File: config.mk
export PLATFORM = sky130hd
export DESIGN_NAME = hazard_ctrl
export DESIGN_NICKNAME = d
export VERILOG_FILES = /design/src/rtl/hazard_ctrl.sv
export SDC_FILE = /design/constraint.sdc
export NUM_CORES = 1
export LEC_CHECK = 0
export ABC_AREA = 1
export BUFFER_PORTS_ARGS = -buffer_cell sky130_fd_sc_hd__buf_4
export CAP_MARGIN = 20
export CORE_ASPECT_RATIO = 1.25
export CORE_MARGIN = 2
export CORE_UTILIZATION = 25
export CTS_BUF_LIST = sky130_fd_sc_hd__clkbuf_4 sky130_fd_sc_hd__clkbuf_8
export DETAILED_ROUTE_END_ITERATION = 12
export GPL_ROUTABILITY_DRIVEN = 0
export GPL_TIMING_DRIVEN = 0
export HOLD_SLACK_MARGIN = 0.03
export PLACE_DENSITY = 0.47
export SYNTH_ARGS = -nofsm -noshare
export SYNTH_HDL_FRONTEND = slang
export SYNTH_SLANG_ARGS = --single-unit
File: constraint.sdc
create_clock -name in_clk -period 3.2 [get_ports in_clk]
set_input_delay 0.64 -clock in_clk [delete_from_list [all_inputs] [get_ports in_clk]]
set_output_delay 0.64 -clock in_clk [all_outputs]
set_load 0.01 [all_outputs]
File: src/rtl/hazard_ctrl.sv
// Hazard controller for the 5-stage pipeline.
// Stalls ID on RAW and busy-MDU hazards, and optionally selects forwarding sources.
module hazard_ctrl #(
    parameter int ADDR_W      = 5,
    parameter int FWD_EN      = 0,
    parameter int EX_STALL    = 2,
    parameter int MEM_STALL   = 1,
    parameter int LOAD_STALL  = 1,
    parameter int ZERO_EXEMPT = 1,
    parameter int MDU_CYCLES  = 4
) (
    input  logic              in_clk,
    input  logic              in_rst,
    input  logic [ADDR_W-1:0] in_rs_addr,
    input  logic [ADDR_W-1:0] in_rt_addr,
    input  logic              in_rs_rena,
    input  logic              in_rt_rena,
    input  logic              in_ex_wena,
    input  logic [ADDR_W-1:0] in_ex_waddr,
    input  logic              in_ex_is_load,
    input  logic              in_mem_wena,
    input  logic [ADDR_W-1:0] in_mem_waddr,
    input  logic              in_mdu_start,
    input  logic              in_id_mdu_op,
    output logic              out_stall,
    output logic [1:0]        out_fwd_rs,
    output logic [1:0]        out_fwd_rt,
    output logic              out_mdu_busy
);

    localparam logic [2:0] EX_LEN   = 3'(EX_STALL);
    localparam logic [2:0] MEM_LEN  = 3'(MEM_STALL);
    localparam logic [2:0] LOAD_LEN = 3'(LOAD_STALL);
    localparam logic [5:0] MDU_LEN  = 6'(MDU_CYCLES);

    localparam logic [1:0] FWD_RF  = 2'b00;
    localparam logic [1:0] FWD_EX  = 2'b01;
    localparam logic [1:0] FWD_MEM = 2'b10;

    logic [2:0] rem;
    logic [5:0] mdu_cnt;
    logic [5:0] mdu_cnt_next;
    logic       ex_rs, ex_rt, mem_rs, mem_rt;
    logic [2:0] len_data, len_mdu, hazard_len;

    // A source only conflicts with a writer when it is actually read and is not r0 (if exempt).
    function automatic logic src_match(input logic              rena,
                                       input logic [ADDR_W-1:0] s_addr,
                                       input logic              wena,
                                       input logic [ADDR_W-1:0] waddr);
        return rena && wena && (waddr == s_addr) &&
               !((ZERO_EXEMPT != 0) && (s_addr == '0));
    endfunction

    assign ex_rs  = src_match(in_rs_rena, in_rs_addr, in_ex_wena,  in_ex_waddr);
    assign ex_rt  = src_match(in_rt_rena, in_rt_addr, in_ex_wena,  in_ex_waddr);
    assign mem_rs = src_match(in_rs_rena, in_rs_addr, in_mem_wena, in_mem_waddr);
    assign mem_rt = src_match(in_rt_rena, in_rt_addr, in_mem_wena, in_mem_waddr);

    // NOTE: every always_comb output gets a default first so no path can infer a latch.
    always_comb begin
        len_data = 3'd0;
        if (FWD_EN == 0) begin
            if (ex_rs || ex_rt)
                len_data = EX_LEN;
            else if (mem_rs || mem_rt)
                len_data = MEM_LEN;
        end else if (in_ex_is_load && (ex_rs || ex_rt)) begin
            len_data = LOAD_LEN;
        end
        len_mdu    = (in_id_mdu_op && (mdu_cnt != 6'd0)) ? 3'd1 : 3'd0;
        hazard_len = (len_data > len_mdu) ? len_data : len_mdu;
    end

    // EX result beats MEM result for the same register; a load in EX cannot forward yet.
    always_comb begin
        out_fwd_rs = FWD_RF;
        out_fwd_rt = FWD_RF;
        if (FWD_EN != 0) begin
            if (ex_rs && !in_ex_is_load)
                out_fwd_rs = FWD_EX;
            else if (mem_rs)
                out_fwd_rs = FWD_MEM;
            if (ex_rt && !in_ex_is_load)
                out_fwd_rt = FWD_EX;
            else if (mem_rt)
                out_fwd_rt = FWD_MEM;
        end
    end

    always_comb begin
        mdu_cnt_next = mdu_cnt;
        if (in_mdu_start)
            mdu_cnt_next = MDU_LEN;
        else if (mdu_cnt != 6'd0)
            mdu_cnt_next = mdu_cnt - 6'd1;
    end

    // NOTE: sequential state uses non-blocking assignments so all registers sample the same edge.
    always_ff @(negedge in_clk or posedge in_rst) begin
        if (in_rst) begin
            out_stall    <= 1'b1;
            rem          <= 3'd0;
            mdu_cnt      <= 6'd0;
            out_mdu_busy <= 1'b0;
        end else begin
            mdu_cnt      <= mdu_cnt_next;
            out_mdu_busy <= (mdu_cnt_next != 6'd0);
            // A running stall ignores the inputs until it has fully drained.
            if (rem != 3'd0) begin
                rem       <= rem - 3'd1;
                out_stall <= 1'b1;
            end else if (hazard_len != 3'd0) begin
                rem       <= hazard_len - 3'd1;
                out_stall <= 1'b1;
            end else begin
                out_stall <= 1'b0;
            end
        end
    end

endmodule

Word-level counts from Yosys, hierarchy flattened. Index checks and enable logic that the tools add are counted.

Flip-flop bits (word level): 11. Bits of input ports: 29. Output and inout bits: 6. Logic and storage cells: 46.

Add/subtract/negate cells: 3. Magnitude comparators: 1. Eq/ne operators: 4. Multiplexer cells: 10. Reduce and logical (&&, ||, !) cells: 24.

Operators with widths (number): 5-bit equality test (4); 1-bit logical AND (13); 3-bit two-way mux (4); 6-bit two-way mux (2); 6-bit nonzero test (2); 5-bit logical NOT (2); 3-bit nonzero test (2); 3-bit by 1-bit subtractor with 3-bit output, second input constant (2); 6-bit by 1-bit subtractor with 6-bit output, second input constant (1); 1-bit two-way mux (4); 3-bit by 1-bit > comparator with 1-bit output (1); 1-bit logical NOT (2); 1-bit logical OR (2); 2-bit nonzero test (1).

Longest topological paths before layout. Gate-level depths: netlist of the first run.

Depth in word-level cells: 11. Depth in mapped cells: 19. Gate-level depth less buffers: 19.

==> metrics.md, run 1 <==
| Metric | Value |
|---|---|
| Max Fanout on Critical Path | `3` |
| Number of setup violations in the final report | `4` |
| Min setup slack post-route | `-659 ps` |
| Area of all placed cells without fillers | `1830 um^2` |
| Synthesized area per cell | `6.32 um^2` |
| Number of cell rows | `27` |
| Part of the Yosys area used for sequential elements | `0.240` |
| Global-route wire length before repair | `4400 um` |
| # IOs | `35` |
| Clk pin slew, worst setup/hold paths | `40 ps` |
| GR Util All Layers | `0.107` |
| Layout cell share with drive strength beyond 1 | `0.506` |
| Area inside the core boundary | `4430 um^2` |
| Most frequent cells in the layout | `nand2_1, buf_4, inv_1, nand2_2, inv_2` |
| Status | `complete, but fails checks` |
| CTS tree | `built` |
| Path type of the worst setup path | `input port to flip-flop` |
| Leakage | `0.942 nW` |
| Cell Area, Placed | `1520 um^2` |
| Sinks on the clock net | `11` |
| Final core utilization | `0.413` |
| Antenna diode instance count | `0` |
| Number of buffers and inverters on the critical path | `3` |
| CTS max path bufs | `2` |
| Max_cap viols | `0` |
| Failing checks | `negative setup slack` |
| Worst setup skew after layout | `45.4 ps` |
| Total grt overflow | `0` |
| Delay of the slowest cell on the worst path | `280 ps` |
| Power density cells | `511 nW/um^2` |
| Slew Viols, Final | `0` |
| Die height | `79.9 um` |
| Max rail drop VDD | `0.379 mV` |
| Count of endpoints failing hold in the final timing report | `0` |
| Arrival time of the worst setup path | `2360 ps` |
| Die area | `5170 um^2` |
| Yosys warnings | `0` |
| Drt wl/cell | `8.91 um` |
| Commonest non-fill, non-tap cell in the layout | `nand2_1` |
| RSZ-0062 raised after global routing | `true` |
| Hold-fix buffers, CTS | `0` |
| Family of cells with the greatest summed delay on the critical path | `simple AND/OR/NAND/NOR gates` |
| Worst-path cell chain | `buf_4, nand2_2, nand4_1, nor2_2, nand2_2, nand2_2, nand3_2, ha_4, nor2_4, buf_6, nand3_4, nand3_2, nand2_2, inv_2, ha_4, xnor2_2, nor2_1` |
| Count of buffers from port buffering | `29` |
| CTS HTree Levels | `1` |
| Layout-stage area growth over the synthesis result | `58.9%` |
| Cell with the largest stage delay on the worst path | `ha_4` |
| Clk_lat worst skew | `300 ps` |
| Via count of the first global-routing pass | `1134` |
| Category of the worst setup path launch point | `input port` |
| Type of the most critical hold path | `flip-flop to flip-flop` |
| CTS Buf Count | `3` |
| Antenna Violating Nets Remaining | `0` |
| Maximum number of pins on one net before global-route repair | `12` |
| Number of flip-flops and latches in the synthesized netlist | `11` |
| Total negative slack for setup checks | `-2110 ps` |
| Detailed placer's ending HPWL | `2090 um` |
| Number of detailed-routing iterations run before antenna repair | `4` |
| Total routed wirelength | `2570 um` |
| Top cell by count, worst path | `nand2_2` |
| Number of inserted filler cells in the final layout | `470` |
| Initial antenna violation count | `0` |
| Synth Instances | `182` |
| Clock root buffer | `clkbuf_8` |
| Nature of the critical path endpoint | `flip-flop` |
| Post-synth design cell area | `1150 um^2` |
| Starting Density | `0.260` |
| Iter 0 DRT Violations | `36` |
| Remaining design rule violation count | `0` |
| Worst Path Required | `1700 ps` |
| Horizontal die dimension | `64.7 um` |
| Total vias in the final route | `1148` |
| Vias/cell | `3.97` |
| Final net count | `265` |
| Distinct cell type count after synthesis | `26` |
-- registers in the layout (all words and copies together) (netlist names) --
name	cells
mdu_cnt	6
rem	3
out_mdu_busy	1
out_stall	1
-- kinds of logic after synthesis --
family	count (synthesis)	share of synthesized area
other	1	0.00326
DFF	11	0.240
buffers and inverters	44	0.159
xor gates and xnor gates	8	0.0609
adders and majority gates	4	0.0435
and+or+nand+nor	108	0.454
AOI/OAI and AO/OA	6	0.0391
-- stage by stage --
stage	cells	worst slack (ps)	power, mW	hold slack, ps
3_3_place_gp	272	-1060	0.726	447
6_report	289	-659	0.934	504
5_1_grt	289	-773	1.02	538
4_1_cts	285	-731	0.926	532
3_5_place_dp	272	-1060	0.732	468
2_1_floorplan	185	-688	0.615	429
-- what timing repair did --
action	CTS	global route
pin swaps	18	29
setup endpoints to repair	4	4
resized for setup	18	29
setup buffers	9	5
-- final cells by class --
type / count / area, um^2 / share of cell area
multi-input combinational: 130 / 857 / 0.469
timing repair buffer: 42 / 372 / 0.203
sequential: 11 / 277 / 0.151
inverter: 39 / 169 / 0.0923
tap: 58 / 72.6 / 0.0397
clock buffer: 4 / 48.8 / 0.0267
buffer: 4 / 30.0 / 0.0164
clock inverter: 1 / 3.75 / 0.00205
-- worst min-delay path, stage by stage (launching register included) --
cell and delay (ps):
dfrtn_1 360, xnor2_2 130, nor2_1 80
-- worst paths after layout --
check	startpoint	endpoint	slack, ps	cells after the start
setup reg to reg	mdu_cnt[0]$_DFF_NP0_	rem[2]$_DFFE_NP0P_	1010	15
hold / removal	rem[2]$_DFFE_NP0P_	rem[2]$_DFFE_NP0P_	500	2
min in group asynchronous	in_rst	rem[2]$_DFFE_NP0P_	1860	2
setup / recovery	in_rs_addr[1]	rem[2]$_DFFE_NP0P_	-660	17
max in group asynchronous	in_rst	out_stall$_DFF_NP1_	950	2
hold reg to reg	rem[2]$_DFFE_NP0P_	rem[2]$_DFFE_NP0P_	500	2
-- cell usage after synthesis --
master,number,area (um^2)
nor2_2,4,25.0
nand3_1,10,50.1
ha_1,4,50.1
inv_1,27,101
nand2_2,4,25.0
a21oi_4,1,16.3
clkinv_1,2,7.51
nand4_1,3,18.8
nand3_4,1,17.5
nand3_2,2,20.0
dfstp_2,1,26.3
buf_4,4,30.0
nor3_1,1,5.00
inv_2,10,37.5
inv_4,1,6.26
xor2_1,3,26.3
a21oi_1,4,20.0
xnor2_1,5,43.8
nor2_4,4,45.0
nor2_1,14,52.6
conb_1,1,3.75
nand2_4,1,11.3
nand2_1,62,233
a21oi_2,1,8.76
dfrtn_1,10,250
nor3_2,2,20.0
-- metal layers --
layer	GRT usage	vias to the layer above	share of wire
met3	0.00987	4	0.038
met2	0.209	21	0.55
met5	0	-	0
met1	0.115	491	0.40
li1	-	632	-
met4	0.0447	0	0.014
-- power breakdown --
group          internal (mW)  switching (mW)
clock network         0.0972          0.0505
registers              0.207          0.0462
logic                  0.259           0.274
total                  0.563           0.371
Note: power is estimated with default switching activity, not from simulation.
==> run 2: changes to the inputs <==
--- a/config.mk
+++ b/config.mk
@@ -10,13 +10,13 @@
 export CAP_MARGIN = 20
 export CORE_ASPECT_RATIO = 1.25
 export CORE_MARGIN = 2
-export CORE_UTILIZATION = 25
+export CORE_UTILIZATION = 30
 export CTS_BUF_LIST = sky130_fd_sc_hd__clkbuf_4 sky130_fd_sc_hd__clkbuf_8
 export DETAILED_ROUTE_END_ITERATION = 12
 export GPL_ROUTABILITY_DRIVEN = 0
 export GPL_TIMING_DRIVEN = 0
 export HOLD_SLACK_MARGIN = 0.03
-export PLACE_DENSITY = 0.47
+export PLACE_DENSITY = 0.53
 export SYNTH_ARGS = -nofsm -noshare
 export SYNTH_HDL_FRONTEND = slang
 export SYNTH_SLANG_ARGS = --single-unit
==> constraint.sdc (replaced) <==
create_clock -name in_clk -period 4 [get_ports in_clk]
set_input_delay 0.8 -clock in_clk [delete_from_list [all_inputs] [get_ports in_clk]]
set_output_delay 0.8 -clock in_clk [all_outputs]
set_load 0.01 [all_outputs]
==> metrics.md, run 2 (synthesis results as in run 1) <==
| Metric | Value |
|---|---|
| Layout-stage area growth over the synthesis result | `55.5% (was 58.9%)` |
| Antenna diode instance count | `0 (unchanged)` |
| Leakage | `0.956 nW (was 0.942 nW)` |
| Max Fanout on Critical Path | `2 (was 3)` |
| Category of the worst setup path launch point | `input port (unchanged)` |
| Count of endpoints failing hold in the final timing report | `0 (unchanged)` |
| CTS max path bufs | `2 (unchanged)` |
| Hold-fix buffers, CTS | `0 (unchanged)` |
| Power density cells | `436 nW/um^2 (was 511 nW/um^2)` |
| Arrival time of the worst setup path | `2520 ps (was 2360 ps)` |
| CTS tree | `built (unchanged)` |
| Total grt overflow | `0 (unchanged)` |
| Count of buffers from port buffering | `29 (unchanged)` |
| Hold Path Depth | `2 (unchanged)` |
| Clk_lat worst skew | `300 ps (about the same)` |
| Horizontal die dimension | `59.4 um (was 64.7 um)` |
| Max_cap viols | `0 (unchanged)` |
| Clk pwr share | `0.141 (was 0.158)` |
| Iter 0 DRT Violations | `26 (was 36)` |
| Most frequent cells in the layout | `nand2_1, buf_4, inv_1 (was nand2_1, buf_4, inv_1, nand2_2, inv_2)` |
| Detailed placer's ending HPWL | `2130 um (was 2090 um)` |
| Clock root buffer | `clkbuf_8 (unchanged)` |
| Number of setup violations in the final report | `4 (unchanged)` |
| Max FFs per register | `6 (unchanged)` |
| Die area | `4350 um^2 (was 5170 um^2)` |
| Sinks on the clock net | `11 (unchanged)` |
| Worst Path Required | `2100 ps (was 1700 ps)` |
| Number of cell rows | `25 (was 27)` |
| Vias/cell | `4.26 (was 3.97)` |
| Flip-flop and latch area | `277 um^2 (unchanged)` |
| Failing checks | `negative setup slack (unchanged)` |
| Total vias in the final route | `1168 (was 1148)` |
| CTS Buf Count | `3 (unchanged)` |
| Combined area of the multi-input logic cells | `812 um^2 (was 857 um^2)` |
| Antenna Violating Nets Remaining | `0 (unchanged)` |
| Drt wl/cell | `9.79 um (was 8.91 um)` |
| Die height | `73.3 um (was 79.9 um)` |
| Worst setup skew after layout | `44.0 ps (was 45.4 ps)` |
| Total routed wirelength | `2680 um (was 2570 um)` |
| Commonest non-fill, non-tap cell in the layout | `nand2_1 (unchanged)` |
| Worst-path cell chain | `buf_6, nand2_2, inv_2, nand4_1, nor2_2, nand2_1, nand2_1, nand3_2, ha_4, nor2_4, nor2_4, nor2_4, nand3_2, nand2_2, inv_2, ha_4, xnor2_2, nor2_1 (was buf_4, nand2_2, nand4_1, nor2_2, nand2_2, nand2_2, nand3_2, ha_4, nor2_4, buf_6, nand3_4, nand3_2, nand2_2, inv_2, ha_4, xnor2_2, nor2_1)` |
| Maximum number of pins on one net before global-route repair | `12 (unchanged)` |
| Switching Fraction | `0.392 (was 0.397)` |
| Biggest register | `mdu_cnt (unchanged)` |
| Seq pwr share | `0.261 (was 0.271)` |
| Status | `complete, but fails checks (unchanged)` |
| Final total power | `0.781 mW (was 0.934 mW)` |
| RSZ-0062 raised after global routing | `true (unchanged)` |
| Number of inserted filler cells in the final layout | `368 (was 470)` |
| Top cell by count, worst path | `nor2_4 (was nand2_2)` |
| Registers with the most flip-flops | `mdu_cnt (6), rem (3) (unchanged)` |
| Starting Density | `0.309 (was 0.260)` |
| Final core utilization | `0.481 (was 0.413)` |
| Combinational share of power | `0.598 (was 0.571)` |
| Via count of the first global-routing pass | `1193 (was 1134)` |
| # IOs | `35 (unchanged)` |
| Path type of the worst setup path | `input port to flip-flop (unchanged)` |
| Final net count | `268 (was 265)` |
| Internal power of the cells | `0.475 mW (was 0.563 mW)` |
| Initial antenna violation count | `0 (unchanged)` |
| Met2 wire length | `1510 um (was 1420 um)` |
| Net switching component of the power | `0.307 mW (was 0.371 mW)` |
| Delay of the slowest cell on the worst path | `230 ps (was 280 ps)` |
| Global-route wire length before repair | `4730 um (was 4400 um)` |
| Slew Viols, Final | `0 (unchanged)` |
| Clk pin slew, worst setup/hold paths | `40 ps (about the same)` |
| GR Util All Layers | `0.140 (was 0.107)` |
| Layout cell share with drive strength beyond 1 | `0.457 (was 0.506)` |
| Top metal layer carrying routed signals | `met4 (unchanged)` |
| Worst Reg-to-Reg Cells | `15 (unchanged)` |
| Number of detailed-routing iterations run before antenna repair | `4 (unchanged)` |
| Max rail drop VDD | `0.283 mV (was 0.379 mV)` |
| Routed met3 length | `81 um (was 99 um)` |
| Cell with the largest stage delay on the worst path | `ha_4 (unchanged)` |
| CTS HTree Levels | `1 (unchanged)` |
| Remaining design rule violation count | `0 (unchanged)` |
| Area inside the core boundary | `3720 um^2 (was 4430 um^2)` |
| Nature of the critical path endpoint | `flip-flop (unchanged)` |
| Min setup slack post-route | `-422 ps (was -659 ps)` |
| Type of the most critical hold path | `flip-flop to flip-flop (unchanged)` |
| Routed metal-1 wire length | `1050 um (was 1020 um)` |
[run 2: critical path, delay by kind of cell]
kind                     cells  cell delay (ps)
buffers and inverters        3              160
AND/OR/NAND/NOR             12             1040
XOR/XNOR                     1              130
adder cells (fa/ha/maj)      2              380
[run 2: what timing repair did]
action	in CTS	in global routing
pin swaps	21	19
buffers inserted	15	3
gates resized for setup	19	15
setup endpoints to repair	4	4
hold endpoints to repair	0	0
[run 2: cell type report]
cell class / count / share of cell area
multi-input combinational: 130 / 0.454
timing repair buffer: 45 / 0.227
sequential: 11 / 0.154
inverter: 39 / 0.0929
tap: 40 / 0.0280
clock buffer: 3 / 0.0231
buffer: 4 / 0.0168
clock inverter: 2 / 0.00419
[run 2: path summary, 6_finish.rpt]
path / startpoint / end / slack [ps]
max: in_mem_wena / rem[2]$_DFFE_NP0P_ / -420
min: rem[2]$_DFFE_NP0P_ / rem[2]$_DFFE_NP0P_ / 500
max reg2reg: mdu_cnt[0]$_DFF_NP0_ / rem[2]$_DFFE_NP0P_ / 1810
min reg2reg: rem[2]$_DFFE_NP0P_ / rem[2]$_DFFE_NP0P_ / 500
max in group asynchronous: in_rst / out_stall$_DFF_NP1_ / 1180
min in group asynchronous: in_rst / rem[1]$_DFFE_NP0P_ / 2420
[run 2: routing by layer]
metal / global-route usage / vias up
met4: 0.0631 / 0
met2: 0.267 / 21
li1: - / 636
met1: 0.147 / 507
met5: 0 / -
met3: 0.0194 / 4
[run 2: power groups by stage]
| stage | sequential [mW] | clock [mW] | combinational [mW] |
|---|---|---|---|
| floorplan | 0.202 | 0.00313 | 0.287 |
| CTS | 0.205 | 0.115 | 0.444 |
| detailed placement | 0.205 | 0.00313 | 0.375 |
| global placement | 0.205 | 0.00313 | 0.372 |
| finish | 0.204 | 0.110 | 0.467 |
| global route | 0.212 | 0.124 | 0.521 |
[run 2: through the flow]
stage	instances	TNS (ps)	area [um^2]	hold WS, ps	setup WS, ps
after floorplan	185	-1010	1230	429	-448
after detailed placement	254	-2470	1500	465	-806
after global placement	254	-2490	1500	447	-822
after CTS	273	-1580	1740	526	-499
final	274	-1450	1790	501	-422
after global routing	274	-1890	1790	579	-553
